<file path="src/rtl/jk_seq_pkg.sv">
// ---------------------------------------------------------------------------
// jk_seq_pkg
// Shared types and helpers for the J-K latch command sequencer.
//   - jk_op_e     : command encoding, bit order {J,K}
//   - seq_state_e : sequencer FSM states
//   - resolve_jk  : maps {op, shadow q} to the {J,K} pair actually driven.
//                   It never returns 2'b11.
// ---------------------------------------------------------------------------
package jk_seq_pkg;

    typedef enum logic [1:0] {
        OP_HOLD   = 2'b00,
        OP_RESET  = 2'b01,
        OP_SET    = 2'b10,
        OP_TOGGLE = 2'b11
    } jk_op_e;

    typedef enum logic [1:0] {
        ST_IDLE    = 2'b00,
        ST_SETUP   = 2'b01,
        ST_APPLY   = 2'b10,
        ST_RELEASE = 2'b11
    } seq_state_e;

    // TOGGLE is turned into an explicit SET or RESET. J=K=1 would make the
    // latch oscillate while its gate is open.
    function automatic logic [1:0] resolve_jk(input logic [1:0] op, input logic q);
        logic [1:0] jk;
        case (op)
            OP_HOLD:   jk = 2'b00;
            OP_RESET:  jk = 2'b01;
            OP_SET:    jk = 2'b10;
            OP_TOGGLE: jk = q ? 2'b01 : 2'b10;
            default:   jk = 2'b00;
        endcase
        return jk;
    endfunction

endpackage

</file>
<file path="src/rtl/jk_cmd_fifo.sv">
// ---------------------------------------------------------------------------
// jk_cmd_fifo
// Synchronous FIFO, DEPTH entries of WIDTH bits. DEPTH must be a power of
// two, so the pointers wrap naturally.
// Ports:
//   Clk, Rst_n    : clock, asynchronous active-low reset
//   push_i        : write request; ignored when full, even if a pop happens
//                   in the same cycle
//   push_data_i   : write data
//   pop_i         : read request; ignored when empty
//   pop_data_o    : head entry (valid when !empty_o)
//   full_o        : registered full flag
//   empty_o       : registered empty flag
// ---------------------------------------------------------------------------
module jk_cmd_fifo #(
    parameter int DEPTH = 4,
    parameter int WIDTH = 2
) (
    input  logic             Clk,
    input  logic             Rst_n,
    input  logic             push_i,
    input  logic [WIDTH-1:0] push_data_i,
    input  logic             pop_i,
    output logic [WIDTH-1:0] pop_data_o,
    output logic             full_o,
    output logic             empty_o
);

    localparam int PTR_W = $clog2(DEPTH);
    localparam int CNT_W = $clog2(DEPTH + 1);

    logic [WIDTH-1:0] mem_q [DEPTH];
    logic [PTR_W-1:0] wr_ptr_q;
    logic [PTR_W-1:0] rd_ptr_q;
    logic [CNT_W-1:0] count_q;
    logic [CNT_W-1:0] count_d;
    logic             full_q;
    logic             empty_q;
    logic             push_s;
    logic             pop_s;

    // The full/empty registers gate requests, so a push is refused when full
    // regardless of a simultaneous pop.
    assign push_s = push_i & ~full_q;
    assign pop_s  = pop_i & ~empty_q;

    assign pop_data_o = mem_q[rd_ptr_q];
    assign full_o     = full_q;
    assign empty_o    = empty_q;

    // Next occupancy; a simultaneous push and pop leave it unchanged.
    always_comb begin
        count_d = count_q;
        if (push_s && !pop_s) begin
            count_d = count_q + CNT_W'(1);
        end else if (!push_s && pop_s) begin
            count_d = count_q - CNT_W'(1);
        end else begin
            count_d = count_q;
        end
    end

    // Storage, pointers and registered flags.
    always_ff @(posedge Clk or negedge Rst_n) begin
        if (!Rst_n) begin
            for (int i = 0; i < DEPTH; i++) begin
                mem_q[i] <= '0;
            end
            wr_ptr_q <= '0;
            rd_ptr_q <= '0;
            count_q  <= '0;
            full_q   <= 1'b0;
            empty_q  <= 1'b1;
        end else begin
            if (push_s) begin
                mem_q[wr_ptr_q] <= push_data_i;
                wr_ptr_q        <= wr_ptr_q + PTR_W'(1);
            end
            if (pop_s) begin
                rd_ptr_q <= rd_ptr_q + PTR_W'(1);
            end
            count_q <= count_d;
            full_q  <= (count_d == CNT_W'(DEPTH));
            empty_q <= (count_d == CNT_W'(0));
        end
    end

endmodule

</file>
<file path="src/rtl/jk_cmd_sequencer.sv">
// ---------------------------------------------------------------------------
// jk_cmd_sequencer
// Buffers J-K commands and drives a gated J-K latch with race-free timing.
// J/K settle one cycle (SETUP) before the gate En rises. Each command keeps
// the gate open for HOLD_CYCLES cycles. Back-to-back commands change J/K at
// the command boundary while En stays high. A burst ends with one RELEASE
// cycle in which the latch clears. TOGGLE is resolved to SET/RESET from the
// shadow q_exp, so J=K=1 is never driven.
//
// Optional build macro: JK_SEQ_CHECK_EN adds q_fb/mismatch feedback checking.
//
// Ports:
//   Clk, Rst_n          : clock, asynchronous active-low reset
//   cmd_valid, cmd_op   : command offer, op = {J,K}
//   cmd_ready           : !full (registered occupancy)
//   J, K, En            : registered latch drive
//   q_exp               : registered shadow of the latch output
//   busy                : FSM not idle or commands pending
//   q_fb     (CHECK_EN) : latch q feedback
//   mismatch (CHECK_EN) : sticky q_fb != q_exp flag
// ---------------------------------------------------------------------------
module jk_cmd_sequencer
    import jk_seq_pkg::*;
#(
    parameter int DEPTH       = 4,
    parameter int HOLD_CYCLES = 2
) (
    input  logic       Clk,
    input  logic       Rst_n,
    input  logic       cmd_valid,
    input  logic [1:0] cmd_op,
    output logic       cmd_ready,
    output logic       J,
    output logic       K,
    output logic       En,
    output logic       q_exp,
    output logic       busy
`ifdef JK_SEQ_CHECK_EN
    ,
    input  logic       q_fb,
    output logic       mismatch
`endif
);

    localparam int CNT_W = $clog2(HOLD_CYCLES);

    seq_state_e       state_q;
    logic             j_q;
    logic             k_q;
    logic             en_q;
    logic             q_exp_q;
    logic [CNT_W-1:0] cnt_q;

    logic             fifo_full_s;
    logic             fifo_empty_s;
    logic [1:0]       fifo_head_s;
    logic             fifo_pop_s;
    logic             last_s;
    logic [1:0]       jk_res_s;

    jk_cmd_fifo #(
        .DEPTH (DEPTH),
        .WIDTH (2)
    ) u_fifo (
        .Clk         (Clk),
        .Rst_n       (Rst_n),
        .push_i      (cmd_valid),
        .push_data_i (cmd_op),
        .pop_i       (fifo_pop_s),
        .pop_data_o  (fifo_head_s),
        .full_o      (fifo_full_s),
        .empty_o     (fifo_empty_s)
    );

    assign last_s = (cnt_q == CNT_W'(HOLD_CYCLES - 1));

    // Resolution uses the shadow in effect at pop time. In IDLE it is 0.
    // At an APPLY boundary it already holds the previous command's result,
    // because q_exp updates at the end of the first APPLY cycle.
    assign jk_res_s = resolve_jk(fifo_head_s, q_exp_q);

    // Pop from IDLE, or at the last APPLY cycle to chain the next command.
    always_comb begin
        fifo_pop_s = 1'b0;
        if (state_q == ST_IDLE) begin
            fifo_pop_s = ~fifo_empty_s;
        end else if ((state_q == ST_APPLY) && last_s) begin
            fifo_pop_s = ~fifo_empty_s;
        end else begin
            fifo_pop_s = 1'b0;
        end
    end

    // Sequencer FSM with registered latch drive and shadow.
    always_ff @(posedge Clk or negedge Rst_n) begin
        if (!Rst_n) begin
            state_q <= ST_IDLE;
            j_q     <= 1'b0;
            k_q     <= 1'b0;
            en_q    <= 1'b0;
            q_exp_q <= 1'b0;
            cnt_q   <= '0;
        end else begin
            case (state_q)
                ST_IDLE: begin
                    en_q    <= 1'b0;
                    q_exp_q <= 1'b0;
                    cnt_q   <= '0;
                    if (!fifo_empty_s) begin
                        j_q     <= jk_res_s[1];
                        k_q     <= jk_res_s[0];
                        state_q <= ST_SETUP;
                    end else begin
                        j_q     <= 1'b0;
                        k_q     <= 1'b0;
                    end
                end
                ST_SETUP: begin
                    en_q    <= 1'b1;
                    cnt_q   <= '0;
                    state_q <= ST_APPLY;
                end
                ST_APPLY: begin
                    // First gate-open cycle: the latch has taken this
                    // command, so the shadow follows. HOLD keeps it.
                    if (cnt_q == CNT_W'(0)) begin
                        case ({j_q, k_q})
                            2'b10:   q_exp_q <= 1'b1;
                            2'b01:   q_exp_q <= 1'b0;
                            default: q_exp_q <= q_exp_q;
                        endcase
                    end
                    if (last_s) begin
                        cnt_q <= '0;
                        if (!fifo_empty_s) begin
                            j_q <= jk_res_s[1];
                            k_q <= jk_res_s[0];
                        end else begin
                            // Latch clears once the gate drops.
                            j_q     <= 1'b0;
                            k_q     <= 1'b0;
                            en_q    <= 1'b0;
                            q_exp_q <= 1'b0;
                            state_q <= ST_RELEASE;
                        end
                    end else begin
                        cnt_q <= cnt_q + CNT_W'(1);
                    end
                end
                ST_RELEASE: begin
                    j_q     <= 1'b0;
                    k_q     <= 1'b0;
                    en_q    <= 1'b0;
                    q_exp_q <= 1'b0;
                    state_q <= ST_IDLE;
                end
                default: begin
                    j_q     <= 1'b0;
                    k_q     <= 1'b0;
                    en_q    <= 1'b0;
                    q_exp_q <= 1'b0;
                    cnt_q   <= '0;
                    state_q <= ST_IDLE;
                end
            endcase
        end
    end

    assign J         = j_q;
    assign K         = k_q;
    assign En        = en_q;
    assign q_exp     = q_exp_q;
    assign cmd_ready = ~fifo_full_s;
    assign busy      = (state_q != ST_IDLE) | ~fifo_empty_s;

`ifdef JK_SEQ_CHECK_EN
    logic mismatch_q;

    // Compare only after a command's first APPLY cycle, when the shadow
    // already reflects that command.
    always_ff @(posedge Clk or negedge Rst_n) begin
        if (!Rst_n) begin
            mismatch_q <= 1'b0;
        end else if ((state_q == ST_APPLY) && (cnt_q != CNT_W'(0)) && (q_fb != q_exp_q)) begin
            mismatch_q <= 1'b1;
        end else begin
            mismatch_q <= mismatch_q;
        end
    end

    assign mismatch = mismatch_q;
`endif

endmodule

</file>
<file path="config.mk">
export PLATFORM = sky130hd
export DESIGN_NAME = jk_cmd_sequencer
export DESIGN_NICKNAME = d
export VERILOG_FILES = /design/src/rtl/jk_seq_pkg.sv /design/src/rtl/jk_cmd_fifo.sv /design/src/rtl/jk_cmd_sequencer.sv
export SDC_FILE = /design/constraint.sdc
export NUM_CORES = 1
export LEC_CHECK = 0
export CELL_PAD_IN_SITES_DETAIL_PLACEMENT = 1
export CELL_PAD_IN_SITES_GLOBAL_PLACEMENT = 1
export CORE_MARGIN = 2
export CORE_UTILIZATION = 40
export CTS_CLUSTER_DIAMETER = 60
export DETAILED_ROUTE_END_ITERATION = 7
export PLACE_DENSITY_LB_ADDON = 0.2
export SLEW_MARGIN = 30
export SYNTH_ARGS = -nofsm -noshare
export SYNTH_HDL_FRONTEND = slang
export SYNTH_HIERARCHICAL = 1
export SYNTH_SLANG_ARGS = --single-unit
</file>
<file path="constraint.sdc">
create_clock -name Clk -period 2.1 [get_ports Clk]
set_input_delay 0.42 -clock Clk [delete_from_list [all_inputs] [get_ports Clk]]
set_output_delay 0.42 -clock Clk [all_outputs]
set_load 0.05 [all_outputs]
</file>
==> flow_metrics.py <==
metrics = {
    "status": {
        "outcome": "finished clean",
    },
    "floorplan": {
        "die_x_um": 61.83,
        "core_area_um2": 3128,
        "ios": 11,
        "die_area_um2": 3822,
        "start_util": 0.4276,
        "rows": 20,
        "die_h_um": 61.83,
    },
    "synth": {
        "synth_top_area_cell": "dfrtp_1",
        "synth.distinct_cells": 36,
        "ys.warnings.count": 6,
        "synth_area_leaders": "dfrtp_1 43%, ha_1 10%, mux2_2 7.6%, xnor2_1 3.9%, mux4_2 3.4%",
        "async_flop_share": 1.000,
        "synthCells": 115,
        "synth_top_cell_area_share": 0.4303,
        "yosysSeqAreaShare": 0.4500,
        "synth.most_common_cell": "dfrtp_1",
        "synth_area_um2": 1338,
        "synth_flop_cell": "dfrtp_1",
        "synth_edf_count": 0,
        "syn_area_per_cell_um2": 11.63,
        "ys_top_cells_by_count": "23 x dfrtp_1, 12 x nand2_1, 11 x ha_1",
        "syn_nets": 131,
        "ys_ff_latch": 24,
    },
    "cts": {
        "path_clk_slew_ns": 0.13,
        "cts.sinks": 24,
        "clockRootBuffer": "clkbuf_4",
        "postCtsSetupBuffers": 0,
        "h-tree-depth": 1,
        "numCtsBuffers": 3,
        "clock_latency_ns": 0.32,
        "cts_buffer_depth": 2,
        "cts_tree": "built",
    },
    "routing": {
        "first_pass_iters": 2,
        "num_vias": 865,
        "first_iter_violations": 25,
        "vias_per_cell": 5.029,
        "routedWlPerCell_um": 13.69,
        "ant_nets": 0,
        "wl_um": 2355,
        "drc_errors": 0,
    },
    "pwr": {
        "p_per_area_nw_per_um2": 1633,
        "p_comb_frac": 0.518,
        "swShare": 0.3942,
        "leakage_nw": 0.6770,
        "peakVddDrop_mv": 0.5441,
        "seqPwrFrac": 0.350,
        "p_int_w": 0.001520,
        "p_sw_w": 0.0009893,
        "clkPwrFrac": 0.132,
    },
    "sta": {
        "maxSlewHeadroom": 0.6682,
        "post-route-period-util": 0.9549,
        "finalSetupViolCount": 0,
        "rsz0062_at_grt": "no",
        "layout_min_cycle_time_ns": 2.005,
        "skew_ns": 0.007347,
        "worst_pin_slew_ns": 0.4962,
        "fmax_ghz": 0.4987,
        "finalSetupTns_ns": 0,
        "slew_viol_final": 0,
        "report.final.hold_viol_count": 0,
    },
    "worst_setup_path": {
        "crit_family": "buffers and inverters",
        "required_ns": 1.68,
        "crit_path_cell_trace": "clkdlybuf4s50_1",
        "slowest_delay_ns": 0.83,
        "crit_type": "flip-flop to primary output",
        "critPathBufInv": 1,
        "start_kind": "flip-flop",
        "crit_path_max_fanout": 5,
        "end_kind": "primary output",
        "arrival_ns": 1.59,
        "cp_slowest_cell": "clkdlybuf4s50_1",
    },
    "placement": {
        "hpwl_um": 1852,
        "place.gp.congestion": 0.7565,
        "dp_cells": 168,
        "portBuffers": 10,
    },
    "grt": {
        "grt_pass1_wl_um": 4153,
        "grt_use_total": 0.1482,
        "overflow": 0,
        "antenna_found_initial": 0,
        "grt_max_degree": 25,
        "grt_pass1_vias": 904,
    },
    "cells_and_area": {
        "layout.cells.non_filler": 172,
        "num-nets-final": 145,
        "synthToLayoutAreaGrowth_pct": 14.87,
        "layout-drive-gt1-share": 0.2031,
        "n_antenna_cell": 0,
    },
    "run": {
        "drv_cap": 0,
    },
    "worst_hold_path": {
        "hold_class": "primary input to asynchronous set/reset pin",
    },
}
-- final cells by class --
class / count / area [um2]
fillers: 343 / 1592
multi-input cells: 80 / 685.7
flip-flops and latches: 24 / 601.8
repair buffers: 11 / 107.6
well taps: 44 / 55.05
inverters: 9 / 33.78
clock inverters: 1 / 30.03
clock buffers: 3 / 22.52
-- placed cells by master (no fill, tap or decap), types with 2 or more instances in the layout --
master	synthesis	routed
mux2_2	9	9
dfrtp_1	23	23
o21ai_0	2	2
clkbuf_4	0	3
nor3_1	3	3
nor2b_4	2	2
buf_4	0	2
a21oi_1	2	2
nand2_1	12	12
nor3_2	2	2
xnor2_1	6	6
mux4_2	2	2
clkdlybuf4s50_1	0	8
nor2_1	6	6
nand2b_1	4	4
inv_1	8	8
ha_1	11	11
a32o_1	2	2
-- state kept, by name, indices dropped and copies added, names as in the netlist --
name and cells:
J 1, u_fifo/rd_ptr_q 2, K 1, cnt_q 1
u_fifo/mem_q 8, u_fifo/wr_ptr_q 2, u_fifo/empty_o 1, state_q 2
En 1, u_fifo/full_o 1, q_exp 1, u_fifo/count_q 3
-- layer usage --
metal	GRT usage	part of all wire	vias up
li1	-	-	425
met1	0.1827	0.46	431
met2	0.2602	0.51	7
met3	0.03727	0.027	2
met4	0.03647	0.0034	0
met5	0	0	-
-- cells by family after synthesis --
| family | synth area share |
|---|---|
| muxes | 0.1179 |
| DFF | 0.4500 |
| AOI/OAI and AO/OA | 0.08513 |
| xor gates and xnor gates | 0.03929 |
| adders and majority gates | 0.1029 |
| and+or+nand+nor | 0.1674 |
| buffers and inverters | 0.03741 |
-- metrics by stage --
step	total power, W	setup slack, ns	hold slack, ns	util	cell area [um2]
6_report	0.002510	0.09481	0.4475	0.4912	1536
5_1_grt	0.002733	0.03400	0.4454	0.4912	1536
4_1_cts	0.002554	0.01642	0.4460	0.4904	1534
3_5_place_dp	0.002216	0.1817	0.4961	0.4736	1481
3_3_place_gp	0.002153	0.2366	0.4848	0.4736	1481
2_1_floorplan	0.001901	0.4620	0.1244	-	1338
-- power groups by stage --
stage	sequential (W)	combinational, W	clock (W)
global route	0.000919	0.00145	0.000362
finish	0.000879	0.00130	0.000332
detailed placement	0.000893	0.00132	0
global placement	0.000880	0.00127	0
floorplan	0.000925	0.000976	0
CTS	0.000885	0.00132	0.000345
-- path summary, 6_finish.rpt --
kind,from,to,slack [ns],cells after the start
setup / recovery,q_exp,q_exp,0.09,1
hold / removal,Rst_n,u_fifo/mem_q[4],0.45,2
setup reg to reg,state_q[0],u_fifo/empty_o,0.23,8
hold reg to reg,u_fifo/mem_q[0],u_fifo/mem_q[0],0.52,1
max in group asynchronous,Rst_n,u_fifo/empty_o,1.36,2
min in group Clk,u_fifo/mem_q[0],u_fifo/mem_q[0],0.52,1
-- repair_timing --
action | 4_1_cts | 5_1_grt
hold buffers | 0 | 0
setup endpoints to repair | 0 | 1
resized for setup | 0 | 1
No activity file was read; power rests on OpenSTA's default activity.
==> patch, RTL diff (config.mk and constraints unchanged) <==
Set the parameter `HOLD_CYCLES` to 4 (it was 2).
--- a/src/rtl/jk_cmd_sequencer.sv
+++ b/src/rtl/jk_cmd_sequencer.sv
@@ -23,7 +23,7 @@
     import jk_seq_pkg::*;
 #(
     parameter int DEPTH       = 4,
-    parameter int HOLD_CYCLES = 2
+    parameter int HOLD_CYCLES = 4
 ) (
     input  logic       Clk,
     input  logic       Rst_n,
Behaviour: not the same (Yosys sat finds a counterexample within 10 cycles, from zero or initial values and one cycle with Rst_n low).
==> patch against the unedited design <==
  * Synthesized area rose by 5.9%
  * Worst hold slack got worse by 0.051 ns
  * Setup slack improved by 0.043 ns
  * Total power is 0.45% lower
  * Critical endpoint unchanged
  * Final area up 5.2%
  * Wire length grew 14%
  * Count of clock-buffer cells in the layout is 1 higher
  * Highest routed layer unchanged
  * Sequential cell count rose by 1
  * Register-to-register slack hardly changed
==> patch: results (changes against the unedited design) <==
status: completed
Switching Share: 41.8% (+2.3 points)
fillcell total: 393 (+15%)
GR Util met3: 3.93% (+0.20 points)
Synth Area in Adders: 12.4% (+2.1 points)
Synth Area in Compound Gates: 8.66% (+0.14 points)
average routed wire per standard cell: 14.7 um (+7.3%)
Crit path max-delay family: buffers and inverters
syn nets: 141 (+7.6%)
largest net degree at the start of global routing: 18 (-28%)
Largest regs: u_fifo/mem_q: 8 flops, u_fifo/count_q: 3 flops
final instance area: 1620 um2 (+5.2%)
post-DP HPWL: 2140 um (+16%)
clock-net power: 0.222 mW (-33%)
Rel. slew slack: 66.6% (-0.20 points)
P_comb: 1.37 mW (+5%)
CP Launch Point: q_exp$_DFFE_PN0P_
WP data arrival: 1.54 ns (-0.05 ns)
Placed Area: 1590 um2 (+7.2%)
Tot GR Track Use: 16.1% (+1.3 points)
most frequent cells after synthesis: 24 x dfrtp_1, 14 x ha_1, 14 x nand2_1, 10 x inv_1, 8 x mux2_2
num rows: 21 (+5.0%)
Seq area share: 38.8% (-0.39 points)
worst hold slack: 0.396 ns (-0.0514 ns)
clock buffer count: 4 (+1)
Clock Skew: 0.00727 ns (-0.0000749 ns)
Layout Nets: 157 (+8.3%)
dpl cells: 179 (+6.5%)
RePlAce Congestion: 0.772 (+2.0%)
crit path max fanout: 3 (-2)
upper clock frequency limit: 510 MHz (+2.2%)
TritonRoute pass-1 iters: 4 (+2)
Non-CTS buffers: 12 (+1)
Syn Area/Cell: 11.6 um2 (-0.18%)
Non-clock buffer share: 7.89% (+0.89 points)
P_sw: 1.04 mW (+5.5%)
multi-input gate share of the layout cell area: 45.6% (+0.96 points)
GR Util met2: 27.2% (+1.2 points)
global routing met1 resource utilization: 19.8% (+1.6 points)
Worst Setup End Kind: output port
Synth Area in XOR/XNOR: 3.71% (-0.22 points)
vias in the first global route: 1,055 (+17%)
Detailed Route WL: 2690 um (+14%)
sequential area share after synthesis: 44.3% (-0.74 points)
Distinct cells, synth: 37 (+2.8%)
Clock-cell share: 1.63% (-1.8 points)
Multi-In Gates: 85 (+6.3%)
share of cells above drive strength 1: 20.4% (+0.13 points)
synth top area cells: dfrtp_1 42%, ha_1 12%, mux2_2 6.4%
VDD IR-drop max: 0.551 mV (+1.2%)
Leak: 0.729 nW (+7.6%)
Place WS: 0.171 ns (-0.0111 ns)
first-pass GRT wire length: 5000 um (+20%)
inverters: 11 (+2)
FFs & Latches: 25 (+4.2%)
CTS Hold Bufs: 0 (unchanged)
mux cell area share after synthesis: 11.4% (-0.39 points)
==> patch: changes by cell type after synthesis, sizes merged, moves of 2 or more <==
cell | before | now
ha | 11 | 14
inv | 9 | 11
nand2 | 12 | 14
o21ai | 3 | 5
==> patch: worst register-to-register path, stage by stage, from the launching register on <==
cell and delay (ns):
dfrtp_1 0.45, inv_1 0.14, ha_1 0.24, a21oi_1 0.06, nor2_1 0.13, nor2b_4 0.23, xnor2_1 0.22, a211oi_2 0.13
o21ba_1 0.23
==> patch: kinds of logic (layout without fill, tap and decap cells) <==
group / Yosys count / after routing
AND/OR/NAND/NOR: 37 / 37
buffers and inverters: 12 / 27
AO/OA/AOI/OAI: 16 / 16
multiplexers: 12 / 12
flip-flops: 25 / 25
adder cells (fa/ha/maj): 14 / 14
XOR/XNOR: 6 / 6
==> patch: per-layer routing <==
metal,vias to the layer above,wire [um]
li1,451,-
met1,446,1230
met2,10,1360
met3,2,65
met4,0,34
met5,-,0
